**config.mk**
```make
export PLATFORM = sky130hd
export DESIGN_NAME = alu_risc_seq
export DESIGN_NICKNAME = d
export VERILOG_FILES = /design/src/rtl/alu_risc_seq.sv
export SDC_FILE = /design/constraint.sdc
export NUM_CORES = 1
export LEC_CHECK = 0
export CORE_ASPECT_RATIO = 1.4
export CORE_MARGIN = 2
export CORE_UTILIZATION = 52
export CTS_BUF_LIST = sky130_fd_sc_hd__clkbuf_8 sky130_fd_sc_hd__clkbuf_16
export CTS_CLUSTER_SIZE = 30
export DETAILED_ROUTE_END_ITERATION = 8
export PLACE_DENSITY_LB_ADDON = 0.3
export SLEW_MARGIN = 20
export SYNTH_ARGS = -nofsm -noshare
export SYNTH_HDL_FRONTEND = slang
export SYNTH_SLANG_ARGS = --single-unit
```
**constraint.sdc**
```tcl
create_clock -name clk -period 3.1 [get_ports clk]
set_input_delay 0.62 -clock clk [delete_from_list [all_inputs] [get_ports clk]]
set_output_delay 0.62 -clock clk [all_outputs]
set_load 0.05 [all_outputs]
```
**src/rtl/alu_risc_seq.sv**
```systemverilog
// Registered, handshaked RISC ALU with carry/negative/overflow flags.
// Define ALU_RISC_MUL_EN to build in the multi-cycle shift-add multiplier (MUL=13).
module alu_risc_seq #(
    parameter int WORD_SIZE = 8,
    parameter int OP_SIZE   = 4
) (
    input  logic                 clk,
    input  logic                 rst,
    input  logic                 start,
    input  logic [OP_SIZE-1:0]   sel,
    input  logic [WORD_SIZE-1:0] data_1,
    input  logic [WORD_SIZE-1:0] data_2,
    output logic [WORD_SIZE-1:0] alu_out,
    output logic [WORD_SIZE-1:0] alu_out_hi,
    output logic                 alu_zero_flag,
    output logic                 alu_carry_flag,
    output logic                 alu_neg_flag,
    output logic                 alu_ovf_flag,
    output logic                 busy,
    output logic                 done
);
    localparam int W = WORD_SIZE;
    localparam logic [OP_SIZE-1:0] OP_ADD = OP_SIZE'(1);
    localparam logic [OP_SIZE-1:0] OP_SUB = OP_SIZE'(2);
    localparam logic [OP_SIZE-1:0] OP_AND = OP_SIZE'(3);
    localparam logic [OP_SIZE-1:0] OP_NOT = OP_SIZE'(4);
    localparam logic [OP_SIZE-1:0] OP_OR  = OP_SIZE'(9);
    localparam logic [OP_SIZE-1:0] OP_XOR = OP_SIZE'(10);
    localparam logic [OP_SIZE-1:0] OP_SHL = OP_SIZE'(11);
    localparam logic [OP_SIZE-1:0] OP_SHR = OP_SIZE'(12);

    // Stage p0: single-cycle result and flags from the live operands
    logic [W:0]          sum_p0, diff_p0;
    logic [W-1:0]        res_p0;
    logic                carry_p0, ovf_p0, load_alu_p0;
    logic signed [W-1:0] a_s, b_s, sum_s, diff_s;

    always_comb begin
        sum_p0   = {1'b0, data_1} + {1'b0, data_2};
        diff_p0  = {1'b0, data_2} - {1'b0, data_1};
        a_s      = data_1;
        b_s      = data_2;
        sum_s    = sum_p0[W-1:0];
        diff_s   = diff_p0[W-1:0];
        res_p0   = '0;
        carry_p0 = 1'b0;
        ovf_p0   = 1'b0;
        case (sel)
            OP_ADD: begin
                res_p0   = sum_p0[W-1:0];
                carry_p0 = sum_p0[W];
                ovf_p0   = ((a_s < 0) == (b_s < 0)) && ((sum_s < 0) != (a_s < 0));
            end
            OP_SUB: begin
                res_p0   = diff_p0[W-1:0];
                carry_p0 = diff_p0[W];
                ovf_p0   = ((a_s < 0) != (b_s < 0)) && ((diff_s < 0) != (b_s < 0));
            end
            OP_AND: res_p0 = data_1 & data_2;
            OP_NOT: res_p0 = ~data_2;
            OP_OR:  res_p0 = data_1 | data_2;
            OP_XOR: res_p0 = data_1 ^ data_2;
            OP_SHL: begin
                res_p0   = {data_2[W-2:0], 1'b0};
                carry_p0 = data_2[W-1];
            end
            OP_SHR: begin
                res_p0   = {1'b0, data_2[W-1:1]};
                carry_p0 = data_2[0];
            end
            default: ;
        endcase
    end

`ifdef ALU_RISC_MUL_EN
    localparam logic [OP_SIZE-1:0] OP_MUL = OP_SIZE'(13);
    localparam int CNT_W = $clog2(W);
    localparam logic [CNT_W-1:0] CNT_LAST = CNT_W'(W - 1);

    typedef enum logic {IDLE, MUL_RUN} state_t;
    state_t state, state_nxt;

    logic [2*W-1:0] mcand_p1, prod_p1, prod_nxt;
    logic [W-1:0]   mplier_p1, out_hi_q;
    logic [CNT_W-1:0] cnt_p1;
    logic           accept_mul, mul_last;

    assign accept_mul  = (state == IDLE) && start && (sel == OP_MUL);
    assign load_alu_p0 = (state == IDLE) && start && (sel != OP_MUL);
    assign mul_last    = (state == MUL_RUN) && (cnt_p1 == CNT_LAST);
    assign prod_nxt    = prod_p1 + (mplier_p1[0] ? mcand_p1 : '0);
    assign alu_out_hi  = out_hi_q;

    always_ff @(posedge clk) begin
        if (rst) state <= IDLE;
        else     state <= state_nxt;
    end

    always_comb begin
        state_nxt = state;
        case (state)
            IDLE:    if (accept_mul) state_nxt = MUL_RUN;
            MUL_RUN: if (mul_last)   state_nxt = IDLE;
            default: state_nxt = IDLE;
        endcase
    end

    always_comb begin
        busy = (state == MUL_RUN);
    end

    always_ff @(posedge clk) begin
        if (rst)                   cnt_p1 <= '0;
        else if (accept_mul)       cnt_p1 <= '0;
        else if (state == MUL_RUN) cnt_p1 <= cnt_p1 + 1'b1;
    end

    // Stage p1: shift-add datapath, multiplicand moves left as multiplier bits retire
    always_ff @(posedge clk) begin
        if (accept_mul) begin
            mcand_p1  <= {{W{1'b0}}, data_1};
            mplier_p1 <= data_2;
            prod_p1   <= '0;
        end else if (state == MUL_RUN) begin
            mcand_p1  <= mcand_p1 << 1;
            mplier_p1 <= mplier_p1 >> 1;
            prod_p1   <= prod_nxt;
        end
    end
`else
    assign load_alu_p0 = start;
    assign busy        = 1'b0;
    assign alu_out_hi  = '0;
`endif

    // Stage p2: architectural result and flags, held until the next completion
    always_ff @(posedge clk) begin
        if (rst) begin
            alu_out        <= '0;
            alu_zero_flag  <= 1'b1;
            alu_carry_flag <= 1'b0;
            alu_neg_flag   <= 1'b0;
            alu_ovf_flag   <= 1'b0;
            done           <= 1'b0;
`ifdef ALU_RISC_MUL_EN
            out_hi_q       <= '0;
`endif
        end else begin
            done <= 1'b0;
            if (load_alu_p0) begin
                alu_out        <= res_p0;
                alu_zero_flag  <= ~|res_p0;
                alu_carry_flag <= carry_p0;
                alu_neg_flag   <= res_p0[W-1];
                alu_ovf_flag   <= ovf_p0;
                done           <= 1'b1;
`ifdef ALU_RISC_MUL_EN
                out_hi_q       <= '0;
            end else if (mul_last) begin
                alu_out        <= prod_nxt[W-1:0];
                out_hi_q       <= prod_nxt[2*W-1:W];
                alu_zero_flag  <= ~|prod_nxt[W-1:0];
                alu_carry_flag <= |prod_nxt[2*W-1:W];
                alu_neg_flag   <= prod_nxt[W-1];
                alu_ovf_flag   <= 1'b0;
                done           <= 1'b1;
`endif
            end
        end
    end
endmodule

```
==> impl_summary.txt, run 1 <==
----------------------------------------------------
[Clocking]
  Clock tree from TritonCTS ... yes
  Sinks on Clock Net ... 12
  CTS Hold Bufs ... 0
  Clock-pin transition on the worst setup and hold timing paths ... 0.05 ns
  Cell at the root of the clock tree ... sky130_fd_sc_hd__clkbuf_8
  Depth of the CTS H-tree ... 1
  Clock Tree Buf Depth ... 2
  Clock latency on the worst-skew pair ... 0.25 ns
  CTS Buf Count ... 3
  Number of buffers inserted to repair setup after CTS ... 0
  Number of gates given a new drive strength after cts ... 0

[Final layout]
  Number of nets in the final layout ... 385
  Final non-filler cell total ... 376
  Area of the multi-input gates ... around 0.0016 mm2
  Number of fill cells in the layout ... around 320
  Final antenna diode count ... 0
  Post-Layout Inst Area ... about 0.0027 mm2
  Fraction of layout cells with a size suffix above 1 ... 0.1557
  Register area ... roughly 240 um2
  Layout overhead on the synthesized area ... 31.92%

[Critical path]
  Data arrival, critical path ... 3.08 ns
  R2R depth ... 2
  Start-to-end type of the worst setup path ... input port to register
  Worst setup slack for register-to-register paths ... 2.21 ns
  Critical path data required time ... 3.26 ns
  First element of the critical path ... data_1[1]
  Launching element type of the critical path ... input port
  Max Fanout on Critical Path ... 3
  Launching point of the worst reg2reg path ... alu_carry_flag
  Worst R2R End ... alu_carry_flag
  CP endpoint kind ... register

[Logic synthesis]
  FFs w/ async S/R, synth ... 0
  Post-synth design cell area ... roughly 0.0020 mm2
  Synthesis warning total ... 0
  Mapped Cells ... 272
  Seq/Total Area, Yosys ... 0.1183
  #FFs+latches synth ... 12
  Primary flip-flop cell chosen by synthesis mapping ... sky130_fd_sc_hd__dfxtp_1
  Distinct cell type count after synthesis ... 64
  Mean Syn Cell Area ... 7.466 um2
  Number of enable flip-flop cells after synthesis ... 0

[Timing]
  PnR worst setup slack ... 0.1813 ns
  Worst hold-check slack ... 0.4822 ns
  RSZ-0062 raised after global routing ... false
  Worst slew margin relative to its limit ... 0.5412
  Setup violation total in the final timing report ... 0
  Achievable clock frequency ... 0.3426 GHz
  Final clock skew ... 0 ns
  Fin. max-slew vios ... 0
  Minimum period implied by the final worst setup slack ... 2.919 ns
  Final hold violation count ... 0
  Transition time of the tightest slew-check pin ... 0.6830 ns
  Ratio of final minimum period to clock period ... 0.9415

[Drt]
  Remaining DRCs ... 0
  Vias ... 2296
  Final wirelength ... 6.454 mm
  First DRT Iteration DRCs ... 173
  Wire length on met2 ... 3.394 mm
  Metal3 WL ... approximately 330 um
  TritonRoute pass-1 iters ... 4
  Ratio of routed vias to standard cells ... roughly 6.1
  Final ANT Viol Nets ... 0
  Routed length on met1 ... 2.501 mm
  Routed wire per std cell ... 17.16 um
  Highest layer used for signal routing ... met4

[Run]
  Max-capacitance violation count ... 0

[Floorplanning]
  Die Wd ... 56.82 um
  Area of the die ... 0.004428 mm2
  Placement row count ... 26
  Floorplan Core Area ... 0.003709 mm2
  Boundary pin count ... 45
  Height of the chip ... 77.94 um
  Initial Util ... 0.5476

[Place]
  Routability congestion estimate ... 1.095
  Total half-perimeter wirelength after legalization and detailed placement ... 5.360 mm
  Count of buffers from port buffering ... 35
  Placed cell count ... 372
  Post-Place Cell Area ... 0.002623 mm2
  Pre-CTS setup slack ... -0.06855 ns

[Global route]
  GR Util All Layers ... 0.2955
  Pin count of the biggest net entering global routing ... 21
  Global-route wire length before repair ... around 10 mm
  Antenna violations before repair ... 0
  Number of global-route vias before repair ... 2179
  Total overflow reported by the global router ... 0

[Hold path]
  Hold EP ... alu_zero_flag
  Worst hold path stage count ... 2
  Hold Path Origin ... alu_zero_flag
  Class of the worst hold path ... register to register

[Pwr]
  Highest ir drop seen on vdd ... about 0.38 mV
  Leakage power of the design ... ~1.2 nW
  Total power divided by cell area ... 289.9 mW/mm2

[Outcome]
  Outcome ... complete, no violations

----------------------------------------------------
synthesized netlist by cell type (4+ instances only):
cell	number	area [um2]
sky130_fd_sc_hd__nor2_1	26	97.59
sky130_fd_sc_hd__ha_1	25	312.8
sky130_fd_sc_hd__inv_1	24	90.09
sky130_fd_sc_hd__a21oi_1	23	115.1
sky130_fd_sc_hd__dfxtp_1	12	240.2
sky130_fd_sc_hd__buf_4	10	75.07
sky130_fd_sc_hd__clkbuf_1	10	37.54
sky130_fd_sc_hd__nand2_1	10	37.54
sky130_fd_sc_hd__a211oi_1	8	60.06
sky130_fd_sc_hd__nor2b_1	7	43.79
sky130_fd_sc_hd__nand2b_1	6	37.54
sky130_fd_sc_hd__nand3_1	6	30.03
sky130_fd_sc_hd__nor3_1	6	30.03
sky130_fd_sc_hd__xnor2_1	6	52.55
sky130_fd_sc_hd__buf_2	5	25.02
sky130_fd_sc_hd__o221ai_1	5	43.79
sky130_fd_sc_hd__o22ai_1	5	31.28
sky130_fd_sc_hd__a311oi_1	4	35.03
critical path: stages:
cell	delay, ns
sky130_fd_sc_hd__clkdlybuf4s50_1	0.47
sky130_fd_sc_hd__inv_1	0.06
sky130_fd_sc_hd__ha_1	0.33
sky130_fd_sc_hd__a21o_1	0.19
sky130_fd_sc_hd__a21oi_1	0.34
sky130_fd_sc_hd__xnor2_1	0.11
sky130_fd_sc_hd__a2111oi_1	0.45
sky130_fd_sc_hd__buf_4	0.19
sky130_fd_sc_hd__nand4_1	0.09
sky130_fd_sc_hd__o31ai_1	0.23
cell usage in the layout, fill, tap and decap left out, types with 3 or more instances in the layout:
| master | instances |
|---|---|
| sky130_fd_sc_hd__a211oi_1 | 8 |
| sky130_fd_sc_hd__a22oi_1 | 3 |
| sky130_fd_sc_hd__nor3_1 | 6 |
| sky130_fd_sc_hd__a21oi_1 | 23 |
| sky130_fd_sc_hd__dfxtp_1 | 12 |
| sky130_fd_sc_hd__o221ai_1 | 5 |
| sky130_fd_sc_hd__nor2_1 | 26 |
| sky130_fd_sc_hd__nand4_1 | 3 |
| sky130_fd_sc_hd__mux2i_1 | 3 |
| sky130_fd_sc_hd__o32ai_1 | 3 |
| sky130_fd_sc_hd__o211ai_1 | 3 |
| sky130_fd_sc_hd__a311oi_1 | 4 |
| sky130_fd_sc_hd__nor3b_1 | 3 |
| sky130_fd_sc_hd__nand3_1 | 6 |
| sky130_fd_sc_hd__nand2_1 | 10 |
| sky130_fd_sc_hd__o22ai_1 | 5 |
| sky130_fd_sc_hd__buf_4 | 43 |
| sky130_fd_sc_hd__ha_1 | 25 |
| sky130_fd_sc_hd__nand2b_1 | 6 |
| sky130_fd_sc_hd__nor2b_1 | 7 |
| sky130_fd_sc_hd__conb_1 | 9 |
| sky130_fd_sc_hd__clkbuf_8 | 4 |
| sky130_fd_sc_hd__xnor2_1 | 6 |
| sky130_fd_sc_hd__clkdlybuf4s50_1 | 35 |
| sky130_fd_sc_hd__o31ai_1 | 3 |
| sky130_fd_sc_hd__inv_1 | 24 |
cell families (layout without fill, tap and decap cells):
family | Yosys count | after routing | synth area share
other | 1 | 9 | 0.001847
adders and majority gates | 27 | 27 | 0.1738
buffers and inverters | 54 | 108 | 0.1288
xor gates and xnor gates | 6 | 6 | 0.02588
AOI/OAI and AO/OA | 89 | 89 | 0.3241
and+or+nand+nor | 79 | 79 | 0.2070
muxes | 4 | 4 | 0.02033
DFF | 12 | 12 | 0.1183
state kept, by name, indices dropped and copies added (netlist names):
register,cells
alu_zero_flag,1
done,1
alu_carry_flag,1
alu_ovf_flag,1
alu_out,8
layer usage:
| metal | vias to the layer above | GRT usage |
|---|---|---|
| met5 | - | 0 |
| met4 | 0 | 0.1372 |
| met3 | 20 | 0.03000 |
| met2 | 87 | 0.5453 |
| met1 | 1062 | 0.3310 |
| li1 | 1127 | - |
through the flow:
step                total power, mW  TNS (ns)  utilization
floorplan                    0.4454         0            -
global placement             0.5965   -0.1097       0.7072
detailed placement           0.5999  -0.06855       0.7072
CTS                          0.7742         0       0.7220
global route                 0.8136         0       0.7223
finish                       0.7767         0       0.7223
cell type report:
| type | count | share of cell area |
|---|---|---|
| Sequential cell | 12 | 0.08968 |
| Clock buffer | 4 | 0.02055 |
| Multi-Input combinational cell | 214 | 0.5824 |
| Tap cell | 42 | 0.01962 |
| Inverter | 26 | 0.03643 |
| Timing Repair Buffer | 78 | 0.2513 |
worst max-delay path by stage:
stage / endpoint / depth (start not counted)
2_1_floorplan: alu_zero_flag / 8
3_3_place_gp: alu_zero_flag / 10
6_report: alu_zero_flag / 10
4_1_cts: alu_zero_flag / 10
5_1_grt: alu_zero_flag / 10
3_5_place_dp: alu_zero_flag / 10
power breakdown:
group	total [mW]	switching [mW]	internal [mW]
Combinational	0.433	0.252	0.181
Clock	0.173	0.0603	0.112
Sequential	0.171	0.00553	0.165
Note: power is estimated with default switching activity, not from simulation.
==> run 2: changes to the inputs <==
--- a/config.mk
+++ b/config.mk
@@ -6,11 +6,11 @@
 export NUM_CORES = 1
 export LEC_CHECK = 0
 export CORE_ASPECT_RATIO = 1.4
-export CORE_MARGIN = 2
 export CORE_UTILIZATION = 52
 export CTS_BUF_LIST = sky130_fd_sc_hd__clkbuf_8 sky130_fd_sc_hd__clkbuf_16
 export CTS_CLUSTER_SIZE = 30
 export DETAILED_ROUTE_END_ITERATION = 8
+export MAX_ROUTING_LAYER = met4
 export PLACE_DENSITY_LB_ADDON = 0.3
 export SLEW_MARGIN = 20
 export SYNTH_ARGS = -nofsm -noshare
==> run 2 against run 1 <==
Combinational power grew 4%; wire length grew 4.0%; critical path depth shrank 1; first-iteration DRC count shrank 27%; critical path type unchanged; utilization grew 2.2 points; design area grew 2.1%.
==> impl_summary.txt, run 2 (synthesis results as in run 1) <==
----------------------------------------------------
[Outcome]
  Outcome ... complete, no violations

[Pwr]
  Power spent charging and discharging nets ... 0.3213 mW
  Leakage power of the design ... roughly 1.2 nW
  Total power divided by cell area ... 288.4 mW/mm2
  P_int ... 0.4679 mW
  Comb pwr share ... 0.570
  Net switching share of the total power ... 0.4071
  Fraction of power consumed by the clock network ... 0.212
  Highest ir drop seen on vdd ... 0.3953 mV
  Register share of total power ... 0.217

[Run]
  Max-capacitance violation count ... 0

[Drt]
  First DRT Iteration DRCs ... roughly 130
  Vias ... 2373
  TritonRoute pass-1 iters ... 5
  Final ANT Viol Nets ... 0
  Final wirelength ... 6.715 mm
  Remaining DRCs ... 0
  Ratio of routed vias to standard cells ... 6.196
  Routed wire per std cell ... 17.53 um

[Clocking]
  Cell at the root of the clock tree ... sky130_fd_sc_hd__clkbuf_8
  Depth of the CTS H-tree ... 1
  Sinks on Clock Net ... 12
  Clock tree from TritonCTS ... yes
  Clock-pin transition on the worst setup and hold timing paths ... 0.05 ns
  CTS Buf Count ... 3
  Clock Tree Buf Depth ... 2
  Clock latency on the worst-skew pair ... 0.24 ns

[Timing]
  RSZ-0062 raised after global routing ... false
  Transition time of the tightest slew-check pin ... 0.5581 ns
  Ratio of final minimum period to clock period ... 0.9403
  Setup violation total in the final timing report ... 0
  PnR worst setup slack ... 0.1850 ns
  Final hold violation count ... 0
  Minimum period implied by the final worst setup slack ... about 3 ns
  Worst slew margin relative to its limit ... 0.6268
  Fin. max-slew vios ... 0
  Final clock skew ... 0 ns
  Achievable clock frequency ... between 0.3 and 0.4 GHz

[Critical path]
  Data arrival, critical path ... 3.07 ns
  Launching element type of the critical path ... input port
  R2R depth ... 2
  Worst setup slack for register-to-register paths ... roughly 2.1 ns
  Destination of the critical timing path ... alu_zero_flag
  CP Cell Sequence ... clkdlybuf4s50_1 -> inv_1 -> ha_1 -> or3b_1 -> a311oi_1 -> a31oi_1 -> a221oi_1 -> o2111ai_1 -> o31ai_1
  Worst R2R End ... alu_carry_flag
  Max incr delay on CP ... 0.48 ns
  Max Fanout on Critical Path ... 4
  Bufs and invs on worst path ... 2
  Slowest cell on crit path ... sky130_fd_sc_hd__clkdlybuf4s50_1
  CP endpoint kind ... register
  Launching point of the worst reg2reg path ... alu_carry_flag
  Kind of cell adding the most delay to the critical path ... compound AO/OA/AOI/OAI gates
  Critical path data required time ... between 3 and 4 ns
  First element of the critical path ... data_1[3]
  CP Depth ... 9
  Start-to-end type of the worst setup path ... input port to register

[Place]
  Pre-CTS setup slack ... -0.04216 ns
  Count of buffers from port buffering ... 35
  Routability congestion estimate ... 1.068
  Post-Place Cell Area ... 0.002675 mm2
  Total half-perimeter wirelength after legalization and detailed placement ... roughly 5.4 mm

[Floorplanning]
  Boundary pin count ... 45
  Die Wd ... 54.82 um
  Placement row count ... 26
  Height of the chip ... 75.94 um
  Initial Util ... 0.5524
  Area of the die ... 0.004163 mm2
  Floorplan Core Area ... roughly 0.0037 mm2

[Global route]
  Antenna violations before repair ... 0
  Pin count of the biggest net entering global routing ... 27
  Total overflow reported by the global router ... 0
  Number of global-route vias before repair ... 2245
  Global-route wire length before repair ... approximately 11 mm
  GR Util All Layers ... 0.3510

[Final layout]
  Post-Layout Inst Area ... roughly 0.0027 mm2
  Top library cells by usage in the layout, fill and taps aside ... sky130_fd_sc_hd__buf_4 (50), sky130_fd_sc_hd__clkdlybuf4s50_1 (35), sky130_fd_sc_hd__nor2_1 (26), sky130_fd_sc_hd__ha_1 (25), sky130_fd_sc_hd__inv_1 (24)
  Most frequent standard cell in the layout excluding fill and tap cells ... sky130_fd_sc_hd__buf_4
  Number of flip-flops in the largest register ... 8
  Final antenna diode count ... 0
  Top register by number of flip-flops ... alu_out
  Fraction of layout cells with a size suffix above 1 ... 0.1760
  Number of fill cells in the layout ... 284
  Number of nets in the final layout ... 392
  Layout overhead on the synthesized area ... 34.75%

[Hold path]
  Class of the worst hold path ... register to register

----------------------------------------------------
## run 2: how the worst min path moves through the flow
stage | cells after the start | to | startpoint | slack, ns
after floorplan | 2 | alu_out[5] | alu_out[5] | 0.70
after global placement | 2 | alu_zero_flag | alu_zero_flag | 0.46
after detailed placement | 1 | alu_out[0] | alu_out[0] | 0.48
after CTS | 1 | alu_out[0] | alu_out[0] | 0.49
after global routing | 1 | alu_out[0] | alu_out[0] | 0.52
final | 1 | alu_out[0] | alu_out[0] | 0.49
## run 2: layer usage
layer  track usage  wire (um)  vias to the layer above
met5             -          0                        -
met4        0.1513        294                        0
met1        0.4213       2625                     1083
li1              -          -                     1138
met2        0.5771       3419                      127
met3       0.01406        376                       25
## run 2: layout make-up
cell class	instances	area (um2)	share of cell area
well taps	42	52.55	0.01920
flip-flops and latches	12	240.2	0.08779
inverters	26	97.59	0.03567
multi-input cells	214	1565	0.5720
repair buffers	85	725.7	0.2652
clock buffers	4	55.05	0.02012
## run 2: worst reg2reg max path: cells and delay by family (launching register included)
family	cells	cell delay, ns
AOI/OAI and AO/OA	2	0.58
DFF	1	0.33
## run 2: repair_timing
item / CTS / global route
setup endpoints to repair: 0 / 1
hold endpoints to repair: 0 / 0
hold buffers: 0 / 0
resized for setup: 0 / 2
setup buffers: 0 / 0
## run 2: per-stage QoR
stage          utilization  power, mW  setup TNS [ns]  hold slack, ns  instances
5_1_grt             0.7444     0.8293               0          0.5160        383
6_report            0.7444     0.7892               0          0.4862        383
4_1_cts             0.7427     0.7815               0          0.4903        383
3_5_place_dp        0.7277     0.6134        -0.09159          0.4786        379
3_3_place_gp        0.7277     0.6112       -0.008139          0.4596        379
2_1_floorplan            -     0.4454               0          0.7006        280
## run 2: power by group through the flow
stage	Clock, mW	Combinational, mW	Sequential, mW
global placement	0	0.438	0.173
finish	0.167	0.450	0.172
CTS	0.168	0.442	0.172
detailed placement	0	0.439	0.174
global route	0.174	0.482	0.173
floorplan	0	0.234	0.212
==> run 3: changes to the inputs <==
--- a/config.mk
+++ b/config.mk
@@ -6,7 +6,7 @@
 export NUM_CORES = 1
 export LEC_CHECK = 0
 export CORE_ASPECT_RATIO = 1.4
-export CORE_UTILIZATION = 52
+export CORE_UTILIZATION = 47
 export CTS_BUF_LIST = sky130_fd_sc_hd__clkbuf_8 sky130_fd_sc_hd__clkbuf_16
 export CTS_CLUSTER_SIZE = 30
 export DETAILED_ROUTE_END_ITERATION = 8
==> constraint.sdc (replaced) <==
create_clock -name clk -period 2.4 [get_ports clk]
set_input_delay 0.48 -clock clk [delete_from_list [all_inputs] [get_ports clk]]
set_output_delay 0.48 -clock clk [all_outputs]
set_load 0.05 [all_outputs]
==> run 3 against run 2 <==
The flow now finishes with violations (design-rule violations); utilization increased by 7.8 points; via count increased by 8.4%; global-route usage decreased by 0.72 points; sequential power increased by 28%; final cell count increased by 11%; clock power increased by 32%; power increased by 47%; combinational power increased by 59%; wire length increased by 14%.
==> impl_summary.txt, run 3 (synthesis results as in run 1) <==
----------------------------------------------------
[Global route]
  Global-route wire length before repair ... around 12 mm
  Total overflow reported by the global router ... 0
  Number of global-route vias before repair ... between 2000 and 3000
  Pin count of the biggest net entering global routing ... 23
  GR Util All Layers ... 0.3439
  Antenna violations before repair ... 0

[Place]
  Placed cell count ... 414
  Pre-CTS setup slack ... -0.6142 ns
  Total half-perimeter wirelength after legalization and detailed placement ... 5.720 mm
  Count of buffers from port buffering ... 35
  Routability congestion estimate ... roughly 0.92
  Post-Place Cell Area ... 0.002944 mm2

[Floorplanning]
  Floorplan Core Area ... a little over 0.004 mm2
  Placement row count ... 27
  Height of the chip ... 79.78 um
  Area of the die ... ~0.0046 mm2
  Initial Util ... 0.5051
  Boundary pin count ... 45
  Die Wd ... around 58 um

[Pwr]
  Total power divided by cell area ... 350.6 mW/mm2
  Net switching share of the total power ... 0.4093
  P_int ... around 0.7 mW
  Leakage power of the design ... 1.504 nW
  Comb pwr share ... 0.619
  Power spent charging and discharging nets ... 0.4743 mW
  Highest ir drop seen on vdd ... roughly 0.16 mV
  Final Total Pwr ... 1.159 mW
  Register share of total power ... 0.191
  Fraction of power consumed by the clock network ... 0.191

[Timing]
  Worst slew margin relative to its limit ... 0.6649
  Achievable clock frequency ... 0.4373 GHz
  Minimum period implied by the final worst setup slack ... 2.287 ns
  Setup violation total in the final timing report ... 0
  Final clock skew ... 0 ns
  Final hold violation count ... 0
  Ratio of final minimum period to clock period ... 0.9527
  RSZ-0062 raised after global routing ... false
  Fin. max-slew vios ... 0
  Transition time of the tightest slew-check pin ... ~0.5 ns
  PnR worst setup slack ... ~0.11 ns

[Outcome]
  Violations in the final reports ... design-rule violations
  Outcome ... complete, but fails checks

[Drt]
  Vias ... ~2600
  TritonRoute pass-1 iters ... 7
  First DRT Iteration DRCs ... 166
  Routed wire per std cell ... between 15 and 20 um
  Ratio of routed vias to standard cells ... just over 6
  Remaining DRCs ... 4
  Final ANT Viol Nets ... 0
  Final wirelength ... ~7.7 mm

[Clocking]
  Clock Tree Buf Depth ... 2
  Clock-pin transition on the worst setup and hold timing paths ... 0.05 ns
  Clock latency on the worst-skew pair ... 0.24 ns
  Sinks on Clock Net ... 12
  Clock tree from TritonCTS ... yes
  Depth of the CTS H-tree ... 1
  CTS Buf Count ... 3
  CTS Hold Bufs ... 0
  Cell at the root of the clock tree ... sky130_fd_sc_hd__clkbuf_8

[Final layout]
  Final non-filler cell total ... ~420
  Register area ... about 240 um2
  Number of fill cells in the layout ... 249
  Number of flip-flops in the largest register ... 8
  Layout Utilization ... 0.8223
  Most frequent standard cell in the layout excluding fill and tap cells ... sky130_fd_sc_hd__buf_4
  Top library cells by usage in the layout, fill and taps aside ... sky130_fd_sc_hd__buf_4 (85), sky130_fd_sc_hd__nor2_1 (26), sky130_fd_sc_hd__a21oi_1 (18), sky130_fd_sc_hd__clkdlybuf4s50_1 (17)
  Number of nets in the final layout ... 432
  Final antenna diode count ... 0
  Top register by number of flip-flops ... alu_out
  Layout overhead on the synthesized area ... 62.78%
  Area of the multi-input gates ... 0.001827 mm2
  Post-Layout Inst Area ... 0.003306 mm2
  Fraction of layout cells with a size suffix above 1 ... 0.4226

[Critical path]
  Critical path data required time ... 2.52 ns
  Start-to-end type of the worst setup path ... input port to register
  CP endpoint kind ... register
  Launching element type of the critical path ... input port
  Cell seen most often among critical-path stages ... sky130_fd_sc_hd__buf_4
  CP Cell Sequence ... dlygate4sd2_1 -> buf_4 -> ha_1 -> a21oi_2 -> nand2_2 -> buf_4 -> o41a_1 -> a32o_2 -> o2111ai_1 -> o31ai_1
  Max Fanout on Critical Path ... 5
  Max incr delay on CP ... 0.32 ns
  Slowest cell on crit path ... sky130_fd_sc_hd__o41a_1
  Data arrival, critical path ... 2.41 ns

[Hold path]
  Class of the worst hold path ... register to register

[Run]
  Max-capacitance violation count ... 0

----------------------------------------------------
## run 3: cell count changes in the layout (fill, tap and decap cells not counted), moves of 7 or more
cell,delta
sky130_fd_sc_hd__buf_4,+35
sky130_fd_sc_hd__clkbuf_2,+8
sky130_fd_sc_hd__clkdlybuf4s50_1,-18
sky130_fd_sc_hd__ha_1,-11
sky130_fd_sc_hd__ha_4,+7
sky130_fd_sc_hd__inv_1,-12
sky130_fd_sc_hd__inv_2,+12
## run 3: worst paths after layout
kind,startpoint,to,slack (ns),depth (start not counted)
min reg2reg,alu_out[0],alu_out[0],0.48,1
min,alu_out[0],alu_out[0],0.48,1
max reg2reg,alu_carry_flag,alu_carry_flag,1.50,2
max,data_2[2],alu_zero_flag,0.11,10
## run 3: critical path, delay by kind of cell
| kind | cells | cell delay (ns) |
|---|---|---|
| fa+ha+maj | 1 | 0.24 |
| compound gates | 5 | 1.04 |
| buf+inv | 3 | 0.55 |
| simple gates | 1 | 0.10 |
## run 3: cell type report
class / instances / area share
Clock buffer: 4 / 0.01665
Inverter: 26 / 0.02952
Multi-Input combinational cell: 214 / 0.5526
Sequential cell: 12 / 0.07267
Tap cell: 43 / 0.01628
Timing Repair Buffer: 125 / 0.3123
## run 3: power by group through the flow
| stage | logic [mW] | clock network (mW) | registers (mW) |
|---|---|---|---|
| CTS | 0.674 | 0.224 | 0.221 |
| global route | 0.762 | 0.234 | 0.222 |
| detailed placement | 0.620 | 0 | 0.225 |
| floorplan | 0.302 | 0 | 0.273 |
| global placement | 0.615 | 0 | 0.224 |
| finish | 0.717 | 0.221 | 0.221 |
## run 3: routing by layer
layer / global-route usage / vias to the layer above / share of wire
met4: 0.1756 / 0 / 0.045
met1: 0.3682 / 1206 / 0.38
met3: 0.03890 / 27 / 0.057
met2: 0.6140 / 130 / 0.52
li1: - / 1210 / -
met5: - / - / 0
## run 3: stage by stage
step / hold slack, ns / TNS, ns
2_1_floorplan: 0.6284 / 0
3_3_place_gp: 0.4571 / -3.803
3_5_place_dp: 0.4679 / -4.213
4_1_cts: 0.4810 / 0
5_1_grt: 0.4993 / 0
6_report: 0.4801 / 0
## run 3: what timing repair did
action                                  in CTS  in global routing
resized for setup                           58                 43
pin swaps                                   14                 18
buffers inserted                             4                  3
endpoints found under the setup margin       8                  7
